$ cat config.mk
export PLATFORM = sky130hd
export DESIGN_NAME = rvc_asap_vga_fetch_ctrl
export DESIGN_NICKNAME = d
export VERILOG_FILES = /design/src/rtl/rvc_asap_vga_fetch_ctrl.sv
export SDC_FILE = /design/constraint.sdc
export NUM_CORES = 1
export LEC_CHECK = 0
export ABC_AREA = 1
export CAP_MARGIN = 25
export CELL_PAD_IN_SITES_DETAIL_PLACEMENT = 0
export CELL_PAD_IN_SITES_GLOBAL_PLACEMENT = 2
export CORE_AREA = 5 5 164 166
export DETAILED_ROUTE_END_ITERATION = 6
export DIE_AREA = 0 0 169 171
export HOLD_SLACK_MARGIN = 0.05
export PLACE_DENSITY_LB_ADDON = 0.25
export SETUP_SLACK_MARGIN = 0.3
export SYNTH_ARGS = -nofsm -noshare
export SYNTH_HDL_FRONTEND = slang
export SYNTH_SLANG_ARGS = --single-unit
$ cat constraint.sdc
create_clock -name CLK_25 -period 5.7 [get_ports CLK_25]
set_input_delay 0.57 -clock CLK_25 [delete_from_list [all_inputs] [get_ports CLK_25]]
set_output_delay 0.57 -clock CLK_25 [all_outputs]
set_load 0.02 [all_outputs]
$ cat src/rtl/rvc_asap_vga_fetch_ctrl.sv
// VGA display engine: generates raster timing and streams a linear 1/2/4 bpp
// frame buffer from a synchronous memory read port to 4-bit grey RGB.
module rvc_asap_vga_fetch_ctrl #(
  parameter int          H_ACTIVE  = 640,
  parameter int          H_FP      = 16,
  parameter int          H_SYNC    = 96,
  parameter int          H_BP      = 48,
  parameter int          V_ACTIVE  = 480,
  parameter int          V_FP      = 10,
  parameter int          V_SYNC    = 2,
  parameter int          V_BP      = 33,
  parameter int          BPP       = 1,
  parameter int          HSCALE    = 1,
  parameter int          VSCALE    = 1,
  parameter int          ADDR_W    = 13,
  parameter int unsigned BASE_ADDR = 0
) (
  input  logic              CLK_25,
  input  logic              Reset,
  input  logic              DispEn,
  output logic              RdEn,
  output logic [ADDR_W-1:0] RdAddr,
  input  logic [31:0]       RdData,
  output logic [3:0]        RED,
  output logic [3:0]        GREEN,
  output logic [3:0]        BLUE,
  output logic              h_sync,
  output logic              v_sync,
  output logic              FrameStart,
  output logic [15:0]       FrameCnt
);

  localparam int HTOTAL = H_ACTIVE + H_FP + H_SYNC + H_BP;
  localparam int VTOTAL = V_ACTIVE + V_FP + V_SYNC + V_BP;
  localparam int LW     = H_ACTIVE / HSCALE;
  localparam int PPW    = 32 / BPP;
  localparam int WPL    = LW / PPW;
  localparam int HCW    = $clog2(HTOTAL);
  localparam int VCW    = $clog2(VTOTAL);
  localparam int HSW    = (HSCALE > 1) ? $clog2(HSCALE) : 1;
  localparam int VSW    = (VSCALE > 1) ? $clog2(VSCALE) : 1;
  localparam int PXW    = $clog2(PPW);
  localparam int WDW    = (WPL > 1) ? $clog2(WPL) : 1;
  localparam logic [ADDR_W-1:0] BASE  = ADDR_W'(BASE_ADDR);
  localparam logic [ADDR_W-1:0] WPL_A = ADDR_W'(WPL);

  generate
    if (!(BPP == 1 || BPP == 2 || BPP == 4)) begin : g_bad_bpp
      $error("BPP must be 1, 2 or 4");
    end
    if (!(HSCALE == 1 || HSCALE == 2 || HSCALE == 4)) begin : g_bad_hscale
      $error("HSCALE must be 1, 2 or 4");
    end
    if (!(VSCALE == 1 || VSCALE == 2 || VSCALE == 4)) begin : g_bad_vscale
      $error("VSCALE must be 1, 2 or 4");
    end
    if ((H_ACTIVE % HSCALE) != 0 || (LW % PPW) != 0 || WPL < 1) begin : g_bad_line
      $error("line must hold a whole number of logical pixels and words");
    end
    if (PPW * HSCALE < 8) begin : g_bad_period
      $error("word period must be at least 8 cycles");
    end
  endgenerate

  logic [HCW-1:0]    hcnt_reg, hcnt_next;
  logic [VCW-1:0]    vcnt_reg, vcnt_next;
  logic [HSW-1:0]    hs_cnt_reg, hs_cnt_next;
  logic [PXW-1:0]    px_cnt_reg, px_cnt_next;
  logic [WDW-1:0]    wd_cnt_reg, wd_cnt_next;
  logic [VSW-1:0]    vs_cnt_reg, vs_cnt_next;
  logic [ADDR_W-1:0] line_base_reg, line_base_next;
  logic              frame_en_reg, frame_en_next;
  logic              first_reg;
  logic [31:0]       cur_word_reg, cur_word_next;
  logic [31:0]       next_word_reg, next_word_next;
  logic              rd_pend_reg;
  logic [3:0]        colour_reg, colour_next;
  logic              h_sync_reg, h_sync_next;
  logic              v_sync_reg, v_sync_next;
  logic              frame_start_reg, frame_start_next;
  logic [15:0]       frame_cnt_reg, frame_cnt_next;

  logic              line_end, last_line, frame_top;
  logic              h_act, v_act, frame_en_cur;
  logic              boundary, word_rd, prefetch;
  logic [31:0]       word_sel;
  logic [4:0]        shamt;
  logic [BPP-1:0]    pix;
  logic [3:0]        grey;

  assign line_end  = (hcnt_reg == HCW'(HTOTAL - 1));
  assign last_line = (vcnt_reg == VCW'(VTOTAL - 1));
  assign frame_top = (hcnt_reg == '0) && (vcnt_reg == '0);
  assign h_act     = (hcnt_reg < HCW'(H_ACTIVE));
  assign v_act     = (vcnt_reg < VCW'(V_ACTIVE));

  // The enable captured at the top of the frame must already govern that cycle.
  assign frame_en_cur = frame_top ? (DispEn && !first_reg) : frame_en_reg;

  assign boundary = h_act && v_act && (hs_cnt_reg == '0) && (px_cnt_reg == '0);
  assign word_rd  = boundary && frame_en_cur && (wd_cnt_reg < WDW'(WPL - 1));

  // Line-0 prefetch happens before the next frame's enable is captured, so it
  // follows the live DispEn; other prefetches follow the current frame.
  assign prefetch = (hcnt_reg == HCW'(HTOTAL - 2)) &&
                    ((last_line && DispEn) ||
                     ((vcnt_reg < VCW'(V_ACTIVE - 1)) && frame_en_cur));

  assign RdEn   = Reset && (prefetch || word_rd);
  assign RdAddr = line_base_reg + (word_rd ? (ADDR_W'(wd_cnt_reg) + ADDR_W'(1)) : '0);

  // At a boundary CurWord is only being loaded, so pixel 0 comes from NextWord.
  assign word_sel = boundary ? next_word_reg : cur_word_reg;
  assign shamt    = 5'(px_cnt_reg) * 5'(BPP);
  assign pix      = BPP'(word_sel >> shamt);

  genvar gi;
  generate
    for (gi = 0; gi < 4; gi++) begin : g_grey
      assign grey[gi] = pix[gi % BPP];
    end
  endgenerate

  always_comb begin
    hcnt_next        = line_end ? '0 : hcnt_reg + HCW'(1);
    vcnt_next        = vcnt_reg;
    hs_cnt_next      = '0;
    px_cnt_next      = '0;
    wd_cnt_next      = '0;
    vs_cnt_next      = vs_cnt_reg;
    line_base_next   = line_base_reg;
    frame_en_next    = frame_en_reg;
    cur_word_next    = cur_word_reg;
    next_word_next   = next_word_reg;
    frame_cnt_next   = frame_cnt_reg;
    colour_next      = '0;
    h_sync_next      = 1'b1;
    v_sync_next      = 1'b1;
    frame_start_next = frame_top;

    if (line_end) begin
      vcnt_next = last_line ? '0 : vcnt_reg + VCW'(1);
      if (v_act)
        vs_cnt_next = (vs_cnt_reg == VSW'(VSCALE - 1)) ? '0 : vs_cnt_reg + VSW'(1);
      else
        vs_cnt_next = '0;
    end

    if (line_end && last_line)
      frame_cnt_next = frame_cnt_reg + 16'd1;

    if (frame_top)
      frame_en_next = DispEn && !first_reg;

    // Logical pixel position within the visible part of the line.
    if (h_act) begin
      hs_cnt_next = (hs_cnt_reg == HSW'(HSCALE - 1)) ? '0 : hs_cnt_reg + HSW'(1);
      px_cnt_next = px_cnt_reg;
      wd_cnt_next = wd_cnt_reg;
      if (hs_cnt_reg == HSW'(HSCALE - 1)) begin
        px_cnt_next = (px_cnt_reg == PXW'(PPW - 1)) ? '0 : px_cnt_reg + PXW'(1);
        if (px_cnt_reg == PXW'(PPW - 1))
          wd_cnt_next = (wd_cnt_reg == WDW'(WPL - 1)) ? '0 : wd_cnt_reg + WDW'(1);
      end
    end

    // Base moves on once the visible part of the last replica line is done,
    // well ahead of the end-of-line prefetch.
    if (!v_act)
      line_base_next = BASE;
    else if ((hcnt_reg == HCW'(H_ACTIVE)) && (vs_cnt_reg == VSW'(VSCALE - 1)))
      line_base_next = line_base_reg + WPL_A;

    if (boundary)
      cur_word_next = next_word_reg;
    if (rd_pend_reg)
      next_word_next = RdData;

    if (h_act && v_act && frame_en_cur)
      colour_next = grey;

    if ((int'(hcnt_reg) >= H_ACTIVE + H_FP) && (int'(hcnt_reg) < H_ACTIVE + H_FP + H_SYNC))
      h_sync_next = 1'b0;
    if ((int'(vcnt_reg) >= V_ACTIVE + V_FP) && (int'(vcnt_reg) < V_ACTIVE + V_FP + V_SYNC))
      v_sync_next = 1'b0;
  end

  always_ff @(posedge CLK_25) begin
    if (!Reset) begin
      hcnt_reg        <= '0;
      vcnt_reg        <= '0;
      hs_cnt_reg      <= '0;
      px_cnt_reg      <= '0;
      wd_cnt_reg      <= '0;
      vs_cnt_reg      <= '0;
      line_base_reg   <= BASE;
      frame_en_reg    <= 1'b0;
      first_reg       <= 1'b1;
      cur_word_reg    <= '0;
      next_word_reg   <= '0;
      rd_pend_reg     <= 1'b0;
      colour_reg      <= '0;
      h_sync_reg      <= 1'b1;
      v_sync_reg      <= 1'b1;
      frame_start_reg <= 1'b0;
      frame_cnt_reg   <= '0;
    end else begin
      hcnt_reg        <= hcnt_next;
      vcnt_reg        <= vcnt_next;
      hs_cnt_reg      <= hs_cnt_next;
      px_cnt_reg      <= px_cnt_next;
      wd_cnt_reg      <= wd_cnt_next;
      vs_cnt_reg      <= vs_cnt_next;
      line_base_reg   <= line_base_next;
      frame_en_reg    <= frame_en_next;
      first_reg       <= 1'b0;
      cur_word_reg    <= cur_word_next;
      next_word_reg   <= next_word_next;
      rd_pend_reg     <= RdEn;
      colour_reg      <= colour_next;
      h_sync_reg      <= h_sync_next;
      v_sync_reg      <= v_sync_next;
      frame_start_reg <= frame_start_next;
      frame_cnt_reg   <= frame_cnt_next;
    end
  end

  assign RED        = colour_reg;
  assign GREEN      = colour_reg;
  assign BLUE       = colour_reg;
  assign h_sync     = h_sync_reg;
  assign v_sync     = v_sync_reg;
  assign FrameStart = frame_start_reg;
  assign FrameCnt   = frame_cnt_reg;

endmodule

==> out/metrics.csv, run 1 <==
metric,value,unit
Resize count post-CTS,0,
core area,0.0255,mm^2
Critical Path RT,5130,ps
"Arr. time, crit path",4180,ps
ys async rst share,0,%
detailed-route via count,5513,
reg2reg path depth,14,
Post-synth EDFFs,0,
register area,0.00258,mm^2
drt first pass iters,4,
met3 wire length,739,um
maximum vdd ir drop,0.155,mV
final hold violations,0,
row count,59,
Max Slew Vio Count,0,
crit path kind,register to output pin,
initial antenna violation count,0,
Layout Cells excl Fill,1286,
DP HPWL,12.0,mm
"delay-heaviest family, CP",simple AND/OR/NAND/NOR gates,
Hold Buf Count CTS,0,
DR DRC count,0,
# clock sinks,129,
Yosys warnings,0,
"Seq/Total Area, Yosys",41.6,%
IO Count,80,
max capacitance violation total,0,
syn_area_per_cell,7.09,um^2
Top Layer Used,met4,
Worst Setup SP,px_cnt_reg[0],
"commonest non-fill, non-tap cell in the layout",nor2_1,
Layout fillers,2815,
Die Wd,169,um
placed cells,1254,
Tightest Pin Transition,829,ps
"Slowest-stage cell, CP",clkdlybuf4s50_1,
most frequent cells in the layout,"nor2_1 (146), nand2_1 (145), dfxtp_1 (129), inv_1 (103), clkdlybuf4s50_1 (78)",
Max clock buf depth,2,
status,"complete, no violations",
I/O Buffers,79,
final setup vio count,0,
Antenna Nets Post-Route,0,
Worst Setup End Kind,output pin,
Overflow after GRT,0,
Die ar.,0.0289,mm^2
Pwr Density,291,mW/mm^2
Die Y,171,um
via density per instance,4.29,
vias in the first global route,5633,
CTS tree,done,
crit-path max cell delay,620,ps
Multi-input gate area,0.00296,mm^2
Hold Crit Class,register to register,
CP Buf/Inv Count,3,
met1 WL,8.26,mm
"Clk pin slew, worst setup/hold paths",60,ps
CP cell instances,"inv_2, ha_1, nand2_1, nor2_1, nand3_1, a21oi_1, nand2_1, nor2_1, ha_1, inv_1, fa_1, o21ai_0, nand2_1, nor3_1, xor2_1, clkdlybuf4s50_1",
Synth Cell Area,0.00621,mm^2
post-synthesis register bit count,129,
Total Wirelength,17.1,mm
most frequent cell on the critical path,nand2_1,
ANT cells,0,
Final min period,4750,ps
met2 wire length,8.01,mm
Total Routing Usage GR,12.4,%
share of layout cells above drive strength 1,6.83,%
startpoint types,register,
largest net degree at the start of global routing,50,
Final nets,989,
H-tree Lvls,4,
final period utilization,83.3,%
Crit Path Max Fanout,13,
Post-CTS Setup Inserts,0,
drt wl/cell,13.3,um
RSZ-0062 raised after global routing,no,
ys flop type,dfxtp_1,
Min-Delay Path Depth,1,
DRT iter0 DRCs,266,
Initial Utilization,24.4,%
Syn-to-layout area delta,26.6,%
P_leak,3.16,nW
Placer Congestion,0.786,
critical path depth in cells,16,
Cells after Synth,875,
Post-Route Skew,10.7,ps
Clock Root Buffer,clkbuf_16,
worst rel slew slack,44.7,%
Hold Crit Start,hcnt_reg[0],
post-synthesis cell type count,45,
final core utilization,30.8,%
Worst-Skew Late Latency,420,ps
RR Startpoint,px_cnt_reg[0],
CTS Buf Count,17,
setup TNS,0,ps
Max Fclk,211,MHz
global-route wire length before repair,28.8,mm
where the power goes:
| part | internal, mW | switching (mW) | total, mW |
|---|---|---|---|
| clock network | 0.751 | 0.410 | 1.16 |
| logic | 0.0706 | 0.110 | 0.181 |
| registers | 0.929 | 0.0136 | 0.943 |
metal layers:
layer	vias to the layer above	global-route usage, %
met2	85	20.7
met3	12	3.44
li1	2940	-
met1	2476	15.8
met5	-	0
met4	0	3.15
cell type report:
class                   instances  share of cell area, %
well taps                     335                   5.34
flip-flops and latches        129                   32.9
clock buffers                  21                   5.86
clock inverters                11                   2.04
inverters                     114                   5.51
multi-input cells             590                   37.7
repair buffers                 86                   10.7
path summary, 6_finish.rpt:
| kind | end | slack, ps |
|---|---|---|
| worst min register to register | hcnt_reg[0] | 440 |
| worst max-delay path | RdAddr[10] | 950 |
| worst max register to register | BLUE[0] | 2970 |
| worst min-delay path | hcnt_reg[0] | 440 |
synthesized netlist by cell type (3+ instances only):
cell type / count / area [um^2]
inv_2: 8 / 30.0
nand3_1: 50 / 250
nor2_2: 5 / 31.3
o21ai_1: 12 / 60.1
nor3_1: 17 / 85.1
ha_1: 15 / 188
dfxtp_1: 129 / 2580
nand4_1: 26 / 163
buf_4: 15 / 113
o21a_1: 4 / 30.0
nor4_1: 4 / 25.0
buf_2: 3 / 15.0
nand2_2: 4 / 25.0
nand2_1: 145 / 544
inv_1: 104 / 390
o21ai_0: 54 / 270
xor2_1: 16 / 140
nor2_1: 146 / 548
clkbuf_1: 22 / 82.6
a21oi_1: 63 / 315
cell families (layout without fill, tap and decap cells):
| logic type | count (synthesis) | after routing | synth area share, % |
|---|---|---|---|
| xor+xnor | 18 | 18 | 2.54 |
| simple gates | 408 | 408 | 29.1 |
| flops | 129 | 129 | 41.6 |
| buf+inv | 157 | 232 | 10.8 |
| fa+ha+maj | 16 | 16 | 3.35 |
| compound gates | 146 | 146 | 12.6 |
| other cells | 1 | 2 | 0.0604 |
metrics by stage:
step	power [mW]	worst slack, ps	hold WS, ps	area (um^2)
finish	2.28	953	445	7860
global route	2.40	481	474	7860
CTS	2.33	869	452	7860
detailed placement	1.15	1150	439	7230
global placement	1.15	1180	436	7230
floorplan	1.08	1880	417	6210
worst register-to-register path, stage by stage (launching register included):
cell     delay, ps
dfxtp_1        640
inv_2          230
ha_1           250
nand2_1         60
nor2_1          50
nand3_1        110
buf_4          430
o21ai_0        280
nor2_1         140
nor2_1          60
nand2_1         70
nand3_1         60
nand3_1         70
nand2_1         70
nor2_1         140
(Power assumes the default switching activity.)
==> run 2, diff against run 1 <==
- clock period: 5.7 -> 4.5 ns (I/O delays scaled with it)
==> run 2 against run 1 <==
Count of clock-buffer cells in the layout grew 5. Largest cell class unchanged. Non-clock buffer count increased by 4. Largest power group unchanged. Sequential power grew 26%. Critical path type unchanged. Clock skew fell by 2.1 ps. First-iteration DRC count down 27%.
==> out/metrics.csv, run 2 (synthesis gave the netlist of run 1 again) <==
metric,value,unit,change
status,"complete, no violations",,
Max Slew Vio Count,0,,unchanged
DRT iter0 DRCs,194,,-27%
CTS Buf Count,17,,unchanged
RSZ-0062 raised after global routing,no,,
Die Wd,169,um,unchanged
global-route wire length before repair,28.9,mm,+0.33%
core area,0.0255,mm^2,unchanged
"Clk pin slew, worst setup/hold paths",60,ps,about the same
# clock sinks,129,,unchanged
Initial Utilization,24.4,%,unchanged
DP HPWL,12.1,mm,+0.74%
H-tree Lvls,4,,unchanged
Max Fclk,261,MHz,
drt first pass iters,4,,unchanged
worst rel slew slack,40.1,%,-4.6 points
Pwr Density,357,mW/mm^2,+23%
placed cells,1258,,+0.32%
DR DRC count,0,,unchanged
maximum vdd ir drop,0.193,mV,+25%
Final nets,993,,+0.40%
Clock Root Buffer,clkbuf_16,,
final hold slack,443,ps,-1.66 ps
crit path kind,register to output pin,,
Placed Area,0.00726,mm^2,+0.42%
Post-Route Skew,8.64,ps,-2.09 ps
Total Routing Usage GR,12.4,%,+0.058 points
Final min period,3830,ps,
final core utilization,30.8,%,-0.039 points
final setup vio count,0,,unchanged
"Arr. time, crit path",3380,ps,-800 ps
Die Y,171,um,unchanged
IO Count,80,,unchanged
row count,59,,unchanged
Placer Congestion,0.787,,+0.20%
vias in the first global route,5645,,+0.21%
Hold Crit Class,register to register,,
P_leak,3.22,nW,+1.9%
via density per instance,4.29,,+0.17%
startpoint types,register,,
Tightest Pin Transition,897,ps,+68.5 ps
Crit Path Max Fanout,7,,-6
largest net degree at the start of global routing,50,,unchanged
Overflow after GRT,0,,unchanged
fin worst setup slack,672,ps,-281 ps
Max clock buf depth,2,,unchanged
final hold violations,0,,unchanged
detailed-route via count,5531,,+0.33%
Worst Setup End Kind,output pin,,
final period utilization,85.1,%,
CTS tree,done,,
setup TNS,0,ps,unchanged
drt wl/cell,13.5,um,+1.2%
share of layout cells above drive strength 1,7.24,%,+0.41 points
Layout Cells excl Fill,1288,,+0.16%
ANT cells,0,,unchanged
Critical Path RT,4050,ps,-1080 ps
most frequent cells in the layout,"nor2_1 (146), nand2_1 (144), dfxtp_1 (129), inv_1 (103), clkdlybuf4s50_1 (71)",,
Syn-to-layout area delta,26.4,%,
Final Cell Area,0.00785,mm^2,-0.13%
post-layout total power,2.80,mW,+23%
Die ar.,0.0289,mm^2,unchanged
Worst-Skew Late Latency,410,ps,about the same
max capacitance violation total,0,,unchanged
"commonest non-fill, non-tap cell in the layout",nor2_1,,
Total Wirelength,17.4,mm,+1.3%
I/O Buffers,79,,unchanged
initial antenna violation count,0,,unchanged
Post-CTS Setup Inserts,0,,unchanged
"worst slack, placed",351,ps,-794 ps
Antenna Nets Post-Route,0,,unchanged
run 2: cell type report:
| cell class | instances | area [um^2] |
|---|---|---|
| inverters | 114 | 433 |
| clock buffers | 26 | 499 |
| multi-input cells | 590 | 2970 |
| flip-flops and latches | 129 | 2580 |
| repair buffers | 90 | 863 |
| well taps | 335 | 419 |
| fillers | 2776 | 17600 |
| clock inverters | 4 | 75.1 |
run 2: report_power, final:
part	switching, mW	total [mW]	internal (mW)
Sequential	0.0142	1.19	1.18
Clock	0.504	1.37	0.870
Combinational	0.146	0.238	0.0927
Total	0.664	2.80	2.14
run 2: worst paths after layout:
kind	slack [ps]	depth (start not counted)	startpoint	to
hold reg to reg	440	1	hcnt_reg[0]	hcnt_reg[0]
hold / removal	440	1	hcnt_reg[0]	hcnt_reg[0]
setup reg to reg	2170	14	px_cnt_reg[0]	BLUE[0]
setup / recovery	670	17	vcnt_reg[1]	RdAddr[9]
run 2: routing by layer:
metal  GRT usage [%]  vias to the layer above  part of all wire [%]
met1            16.2                     2506                    50
met2            20.7                       70                    46
met3            3.19                        8                   3.4
met4            3.19                        0                  0.84
li1                -                     2947                     -
met5               0                        -                     0
run 2: worst max-delay path: stages, from the launching register on:
cell,delay [ps]
dfxtp_1,330
inv_1,120
ha_1,200
inv_1,50
nor3_1,130
nand4_1,190
o21ai_2,200
nand2_2,130
nor2_1,140
ha_1,300
nand2_1,80
nor2_1,40
a211oi_2,200
nor2_1,60
o21ai_1,210
nor2_1,100
xor2_1,130
dlygate4sd2_1,350
run 2: what timing repair did:
action / CTS / global route
hold buffers: 0 / 0
gates resized for setup: 7 / 9
setup endpoints to repair: 6 / 7
gates cloned: 0 / 0
==> run 3, diff against run 2 <==
- CORE_AREA: 5 5 164 166 -> 2 2 161 163
- DIE_AREA: 0 0 169 171 -> 0 0 163 165
- HOLD_SLACK_MARGIN: 0.05 -> 0.1
- SLEW_MARGIN: unset -> 10
==> run 3 against run 2 <==
Utilization up 0.48 points. Clock power about the same. Count of clock-buffer cells in the layout down 3. Critical path type unchanged. Largest cell class unchanged.
==> out/metrics.csv, run 3 (synthesis gave the netlist of run 1 again) <==
metric,value,unit,change
final setup vio count,0,,unchanged
final hold slack,447,ps,+3.74 ps
Crit Path Max Fanout,4,,-3
Die Y,165,um,-3.5%
RSZ-0062 raised after global routing,yes,,
Resize count post-CTS,7,,unchanged
Max Slew Vio Count,0,,unchanged
register-to-register setup slack,2170,ps,about the same
ANT cells,0,,unchanged
DP HPWL,11.9,mm,-1.5%
final period utilization,86.5,%,+1.5 points
Tightest Pin Transition,860,ps,-37.4 ps
Total Routing Usage GR,13.4,%,+0.94 points
# clock sinks,129,,unchanged
status,"complete, no violations",,
most frequent cell on the critical path,inv_1,,
most frequent cells in the layout,"nor2_1 (146), nand2_1 (145), dfxtp_1 (129), inv_1 (104), clkdlybuf4s50_1 (71)",,
Hold Path Sink,hcnt_reg[0],,
Antenna Nets Post-Route,0,,unchanged
detailed-route via count,5536,,+0.090%
startpoint types,register,,
setup TNS,0,ps,unchanged
final hold violations,0,,unchanged
largest net degree at the start of global routing,50,,unchanged
row count,58,,-1.7%
Worst Setup End Kind,output pin,,
Syn-to-layout area delta,26.2,%,
Final min period,3890,ps,+66.0 ps
Max Fclk,257,MHz,-1.7%
core area,0.0250,mm^2,-1.7%
"Slowest-stage cell, CP",fa_1,,
Initial Utilization,24.8,%,+0.42 points
"worst slack, placed",374,ps,+23.8 ps
Post-Route Skew,8.82,ps,+0.184 ps
Die ar.,0.0269,mm^2,-6.9%
Placer Congestion,0.778,,-1.2%
max capacitance violation total,0,,unchanged
global-route wire length before repair,28.3,mm,-1.8%
crit path kind,register to output pin,,
Hold Crit Start,hcnt_reg[0],,
Post-CTS Setup Inserts,0,,unchanged
reg2reg path depth,14,,unchanged
CP cell instances,"inv_1, ha_1, inv_1, nor3_1, nand4_1, o21ai_2, nand2_1, nor2_1, ha_1, inv_1, fa_1, o21ai_1, nand2_1, nor2_1, xor2_1, clkdlybuf4s15_1",,
r2r endpoint,BLUE[0],,
Hold Buf Count CTS,0,,unchanged
worst rel slew slack,42.6,%,+2.5 points
initial antenna violation count,0,,unchanged
Overflow after GRT,0,,unchanged
share of layout cells above drive strength 1,7.24,%,unchanged
Final nets,994,,+0.10%
fin worst setup slack,606,ps,-66.0 ps
drt wl/cell,13.2,um,-2.4%
Die Wd,163,um,-3.6%
Worst-Skew Late Latency,410,ps,about the same
"Arr. time, crit path",3440,ps,+60 ps
CTS Buf Count,17,,unchanged
P_leak,3.21,nW,-0.15%
via density per instance,4.31,,+0.48%
Min-Delay Path Depth,1,,unchanged
"Clk pin slew, worst setup/hold paths",60,ps,about the same
maximum vdd ir drop,0.179,mV,-7.5%
Critical Path RT,4050,ps,about the same
"commonest non-fill, non-tap cell in the layout",nor2_1,,
I/O Buffers,79,,unchanged
IO Count,80,,unchanged
Max clock buf depth,2,,unchanged
crit-path max cell delay,400,ps,+50 ps
Hold Crit Class,register to register,,
Pwr Density,353,mW/mm^2,-1.1%
drt first pass iters,4,,unchanged
Total Wirelength,16.9,mm,-2.8%
CTS tree,done,,
Clock Root Buffer,clkbuf_16,,
DRT iter0 DRCs,245,,+26%
RR Startpoint,px_cnt_reg[0],,
DR DRC count,0,,unchanged
vias in the first global route,5653,,+0.14%
H-tree Lvls,4,,unchanged
[run 3: layout make-up]
type	instances	area, um^2
Clock buffer	23	478
Clock inverter	6	82.6
Fill cell	2774	17200
Inverter	114	433
Multi-Input combinational cell	590	2970
Sequential cell	129	2580
Tap cell	330	413
Timing Repair Buffer	91	872
[run 3: per-layer routing]
layer / track usage [%] / vias to the layer above / wire length, um
li1: - / 2959 / -
met1: 17.1 / 2502 / 8350
met2: 22.2 / 68 / 7800
met3: 3.62 / 7 / 586
met4: 3.74 / 0 / 142
met5: 0 / - / 0
[run 3: worst max-delay path by stage]
stage / endpoint / cells past startpoint / slack (ps) / from
floorplan: RdAddr[10] / 18 / 800 / px_cnt_reg[0]
global placement: RdAddr[11] / 17 / 410 / DispEn
detailed placement: RdAddr[10] / 15 / 370 / DispEn
CTS: RdAddr[8] / 15 / 320 / vcnt_reg[1]
global route: RdAddr[11] / 18 / 210 / vcnt_reg[1]
finish: RdAddr[12] / 16 / 610 / vcnt_reg[1]
[run 3: critical path, delay by kind of cell, from the launching register on]
family	cells	cell delay, ps
AO/OA/AOI/OAI	2	430
AND/OR/NAND/NOR	6	840
buffers and inverters	4	540
adder cells (fa/ha/maj)	3	730
XOR/XNOR	1	150
flip-flops	1	320
[run 3: through the flow]
stage / power [mW] / utilization [%] / area, um^2 / instances
after floorplan: 1.37 / - / 6210 / 876
after global placement: 1.46 / 29.0 / 7270 / 1254
after detailed placement: 1.46 / 29.0 / 7270 / 1254
after CTS: 2.82 / 31.2 / 7820 / 1283
after global routing: 2.91 / 31.3 / 7830 / 1283
final: 2.77 / 31.3 / 7830 / 1283
[run 3: power breakdown]
part           total, mW  internal (mW)  switching (mW)
sequential          1.19           1.18          0.0142
clock               1.34          0.847           0.494
combinational      0.235         0.0931           0.142
